## config.mk

```make
export PLATFORM = sky130hd
export DESIGN_NAME = aes128_req_arbiter
export DESIGN_NICKNAME = d
export VERILOG_FILES = /design/src/rtl/aes128_req_arbiter.sv
export SDC_FILE = /design/constraint.sdc
export NUM_CORES = 1
export LEC_CHECK = 0
export BUFFER_PORTS_ARGS = -buffer_cell sky130_fd_sc_hd__buf_2
export CAP_MARGIN = 5
export CORE_AREA = 2 2 603 605
export CTS_BUF_LIST = sky130_fd_sc_hd__clkbuf_16
export DETAILED_ROUTE_END_ITERATION = 7
export DIE_AREA = 0 0 605 607
export PLACE_DENSITY = 0.3
export SLEW_MARGIN = 10
export SYNTH_ARGS = -nofsm -noshare
export SYNTH_HDL_FRONTEND = slang
export SYNTH_SLANG_ARGS = --single-unit
```

## constraint.sdc

```tcl
create_clock -name clock -period 2.8 [get_ports clock]
set_input_delay 0.56 -clock clock [delete_from_list [all_inputs] [get_ports clock]]
set_output_delay 0.56 -clock clock [all_outputs]
set_load 0.02 [all_outputs]
```

## src/rtl/aes128_req_arbiter.sv

```systemverilog
`default_nettype none
// ============================================================================
// Module : aes128_req_arbiter
// Round-robin sharing of one AES128 core (ce/done protocol) among NREQ clients.
// Rev    : 1.0
// ============================================================================
module aes128_req_arbiter #(
  parameter  int NREQ    = 4,
  parameter  int TIMEOUT = 63,
  localparam int IDW     = $clog2(NREQ)
) (
  input  logic                clock,
  input  logic                reset,
  input  logic [NREQ-1:0]     req_valid,
  output logic [NREQ-1:0]     req_ready,
  input  logic [NREQ*128-1:0] req_data,
  input  logic [NREQ*128-1:0] req_key,
  output logic                rsp_valid,
  input  logic                rsp_ready,
  output logic [127:0]        rsp_data,
  output logic [IDW-1:0]      rsp_id,
  output logic                rsp_err,
  output logic                core_ce,
  output logic [127:0]        core_data_in,
  output logic [127:0]        core_key,
  input  logic [127:0]        core_data_out,
  input  logic                core_done,
  output logic                busy
);

  localparam int CW = $clog2(TIMEOUT + 1);

  typedef enum logic [1:0] {
    S_IDLE = 2'd0,
    S_RUN  = 2'd1,
    S_RESP = 2'd2
  } state_t;

  state_t          state_q, state_d;
  logic [NREQ-1:0] ready_q, ready_d;
  logic [IDW-1:0]  gnt_q, gnt_d;
  logic [IDW-1:0]  last_q, last_d;
  logic [IDW-1:0]  id_q, id_d;
  logic [CW-1:0]   cnt_q, cnt_d;
  logic            ce_q, ce_d;
  logic            valid_q, valid_d;
  logic            err_q, err_d;
  logic [127:0]    din_q, din_d;
  logic [127:0]    key_q, key_d;
  logic [127:0]    rdata_q, rdata_d;

  logic [IDW-1:0]  cand;
  logic [IDW-1:0]  pick;
  logic            pick_ok;

  // Search starts just after the last winner so every requester gets a turn.
  always_comb begin
    cand    = '0;
    pick    = '0;
    pick_ok = 1'b0;
    for (int k = 1; k <= NREQ; k++) begin
      cand = IDW'((int'(last_q) + k) % NREQ);
      if (!pick_ok && req_valid[cand]) begin
        pick_ok = 1'b1;
        pick    = cand;
      end
    end
  end

  always_comb begin
    state_d = state_q;
    ready_d = '0;
    gnt_d   = gnt_q;
    last_d  = last_q;
    id_d    = id_q;
    cnt_d   = cnt_q;
    ce_d    = ce_q;
    valid_d = valid_q;
    err_d   = err_q;
    din_d   = din_q;
    key_d   = key_q;
    rdata_d = rdata_q;
    case (state_q)
      S_IDLE: begin
        if (ready_q != '0) begin
          // ready is a one-cycle offer; if it is not taken, arbitrate again
          if ((ready_q & req_valid) != '0) begin
            din_d   = req_data[{gnt_q, 7'd0} +: 128];
            key_d   = req_key[{gnt_q, 7'd0} +: 128];
            id_d    = gnt_q;
            last_d  = gnt_q;
            ce_d    = 1'b1;
            cnt_d   = '0;
            state_d = S_RUN;
          end
        end else if (pick_ok) begin
          ready_d = NREQ'(1) << pick;
          gnt_d   = pick;
        end
      end
      S_RUN: begin
        cnt_d = cnt_q + 1'b1;
        if (core_done) begin
          rdata_d = core_data_out;
          err_d   = 1'b0;
          ce_d    = 1'b0;
          valid_d = 1'b1;
          state_d = S_RESP;
        end else if (cnt_q == CW'(TIMEOUT)) begin
          rdata_d = '0;
          err_d   = 1'b1;
          ce_d    = 1'b0;
          valid_d = 1'b1;
          state_d = S_RESP;
        end
      end
      S_RESP: begin
        ce_d = 1'b0;
        if (rsp_ready) begin
          valid_d = 1'b0;
          state_d = S_IDLE;
        end
      end
      default: begin
        state_d = S_IDLE;
        ce_d    = 1'b0;
        valid_d = 1'b0;
      end
    endcase
  end

  always_ff @(posedge clock) begin
    if (reset) begin
      state_q <= S_IDLE;
      ready_q <= '0;
      gnt_q   <= '0;
      last_q  <= IDW'(NREQ - 1);
      id_q    <= '0;
      cnt_q   <= '0;
      ce_q    <= 1'b0;
      valid_q <= 1'b0;
      err_q   <= 1'b0;
      din_q   <= '0;
      key_q   <= '0;
      rdata_q <= '0;
    end else begin
      state_q <= state_d;
      ready_q <= ready_d;
      gnt_q   <= gnt_d;
      last_q  <= last_d;
      id_q    <= id_d;
      cnt_q   <= cnt_d;
      ce_q    <= ce_d;
      valid_q <= valid_d;
      err_q   <= err_d;
      din_q   <= din_d;
      key_q   <= key_d;
      rdata_q <= rdata_d;
    end
  end

  assign req_ready    = ready_q;
  assign rsp_valid    = valid_q;
  assign rsp_data     = rdata_q;
  assign rsp_id       = id_q;
  assign rsp_err      = err_q;
  assign core_ce      = ce_q;
  assign core_data_in = din_q;
  assign core_key     = key_q;
  assign busy         = (state_q != S_IDLE);

endmodule
`default_nettype wire

```

==> results.cfg <==
[status]
outcome = finished clean

[clock_tree]
post_cts_resized = 0
clk_pin_slew_ns = 0.06
clkSinkCount = 405
cts_hold_buf = 113
cts_buffer_depth = 3
postCtsSetupRepairBufs = 0
cts_buffers = 60
root_buffer = clkbuf_16
clk_latency_ns = 0.75
cts.htree.levels = 2
cts_tree = done

[worst_setup_path]
worstPathRequired_ns = 2.24
critPathKind = flop to output port
path_buf_inv = 3
critPathArrivalTime_ns = 1.73
r2r_cells = 7
cp_slowest_cell = dfxtp_1
cp_cell_sequence = nor2_2, buf_4, inv_1, buf_2
path_delay_family = buffers and inverters
cp-start-kind = flop
crit_end = busy
worstPathMaxFanout = 6
endpoint_kind = output port
cp-startpoint = state_q[1]
max_stage_delay_ns = 0.35
regToRegStartpoint = cnt_q[0]
regToRegSetupSlack_ns = 0.68
reg2reg_to = rsp_data[71]
worst-path-stages = 4

[yosys]
yosys.area.top_type = dfxtp_1
syn-num-nets = 2980
async_flop_share_pct = 0
yosysMostFrequentCell = nand2_1
ys_seq_area_share_pct = 40.3
ys.flop_type = dfxtp_1
synth_top_area_share_pct = 40.3
yosys-top-cells-area = dfxtp_1 40%, mux4_2 21%, nand2_1 9.9%
avgSynthCellArea_um2 = 11.1
ys_types = 45
netlist_area_mm2 = 0.0201
ys_ff_latch = 405
synth_cells = 1819
synth_common_cells = 528 x nand2_1, 405 x dfxtp_1, 266 x a21oi_1
ys_warn_count = 0
synth_edf_count = 0

[job]
maxCapViolCount = 0

[floorplan]
start_util_pct = 5.58
fp.dieArea_mm2 = 0.367
chipHeight_um = 607
die_w_um = 605
rows = 221
boundaryPins = 1554
fp.coreArea_mm2 = 0.361

[global_routing]
grt_pass1_vias = 24000
grt_max_degree = 83
grt_overflow = 0
grt_use_total_pct = 14.1
antenna_found_initial = 408
grt_pass1_wl_um = 320000

[worst_hold_path]
hp-class = input pin to flop
min_path_cells = 2

[timing]
fmax_mhz = 437
layout_min_cycle_time_ns = 2.29
drv_slew = 0
fin_crit_sh_pct = 81.6
fin_setup_tns_ns = 0
setup_viol = 0
rsz0062_at_grt = false
holdWs_ns = 0.0878
hold_violations = 0
max_slew.worst_pin.slew_ns = 0.611
slew_headroom_pct = 59.2
skew_ns = 0.0586

[route]
dr.max_layer_used = met5
drt_iter0_markers = 1946
routed-wl-met2_um = 128000
first_pass_iters = 7
dr_wl_met3_um = 41900
wl_um = 271000
vias = 24900
drc = 0
routedWlPerCell_um = 32.2
ant_nets = 0
detail_route.vias_per_cell = 2.94
wl_met1_um = 90800

[placement]
place.gp.congestion = 0.924
place_hpwl_um = 246000
io_buffers = 1553

[final_layout]
fin_util_pct = 10.3
syn_to_final_growth_pct = 84.8
layout-drive-gt1-share_pct = 54.9
nNetsFinal = 4605

[power]
p_leak_nw = 14.9
power_density_mw_per_mm2 = 787
ir_worst_vdd_mv = 0.564
==> power by group <==
group	switching, W	leakage, nW	internal (W)
logic	0.00826	10.6	0.00530
registers	0.000715	3.29	0.00688
clock network	0.00341	1.01	0.00468
total	0.0124	14.9	0.0169
==> sequential cells by signal, indices dropped and copies added, names as in the netlist, 4 cells and up <==
register and cells:
core_data_in 128, cnt_q 6, rsp_data 128, req_ready 4
core_key 128
==> how the worst min path moves through the flow <==
stage / startpoint / to / slack, ns
global placement: core_data_in[104] / core_data_in[104] / 0.44
detailed placement: core_data_in[38] / core_data_in[38] / 0.44
global route: core_data_out[38] / rsp_data[38] / 0.02
floorplan: cnt_q[5] / cnt_q[5] / 0.45
CTS: core_done / rsp_err / 0.003
finish: core_done / rsp_err / 0.09
==> final cells by class <==
cell class                 instances  area (um2)
sequential                       405        8120
multi-input combinational       1233       10900
timing repair buffer            1739        9800
clock buffer                      61        1530
inverter                           5        18.8
antenna                          152         380
tap                             4794        6000
fill                           41900      324000
clock inverter                    52         482
==> layer usage <==
metal / vias up / track usage, %
li1: 10200 / -
met1: 11900 / 14.0
met2: 1716 / 23.9
met3: 763 / 9.97
met4: 218 / 3.30
met5: - / 0
==> cells in the final DEF (no fill, tap or decap), drive strengths merged, types with 11 or more instances in the layout <==
cell	instances
nor2	11
nand2	529
inv	15
clkbuf	61
mux4	256
a21oi	266
buf	1626
a22o	130
clkinv	32
diode	152
dlygate4sd3	113
dfxtp	405
==> per-stage QoR <==
step,setup WS [ns],instance area [um2],instances,power (W)
floorplan,1.17,20100,1819,0.0154
global placement,0.468,33700,8063,0.0215
detailed placement,0.380,33700,8063,0.0215
CTS,0.356,36800,8289,0.0301
global route,0.373,37000,8351,0.0309
finish,0.514,37200,8441,0.0292
==> kinds of logic after synthesis <==
group	Yosys count	synth area share (%)
AOI/OAI and AO/OA	413	12.9
xor gates and xnor gates	1	0.0435
adders and majority gates	1	0.0622
buffers and inverters	181	5.90
DFF	405	40.3
muxes	257	29.9
and+or+nand+nor	561	10.8
(Power assumes the default switching activity.)
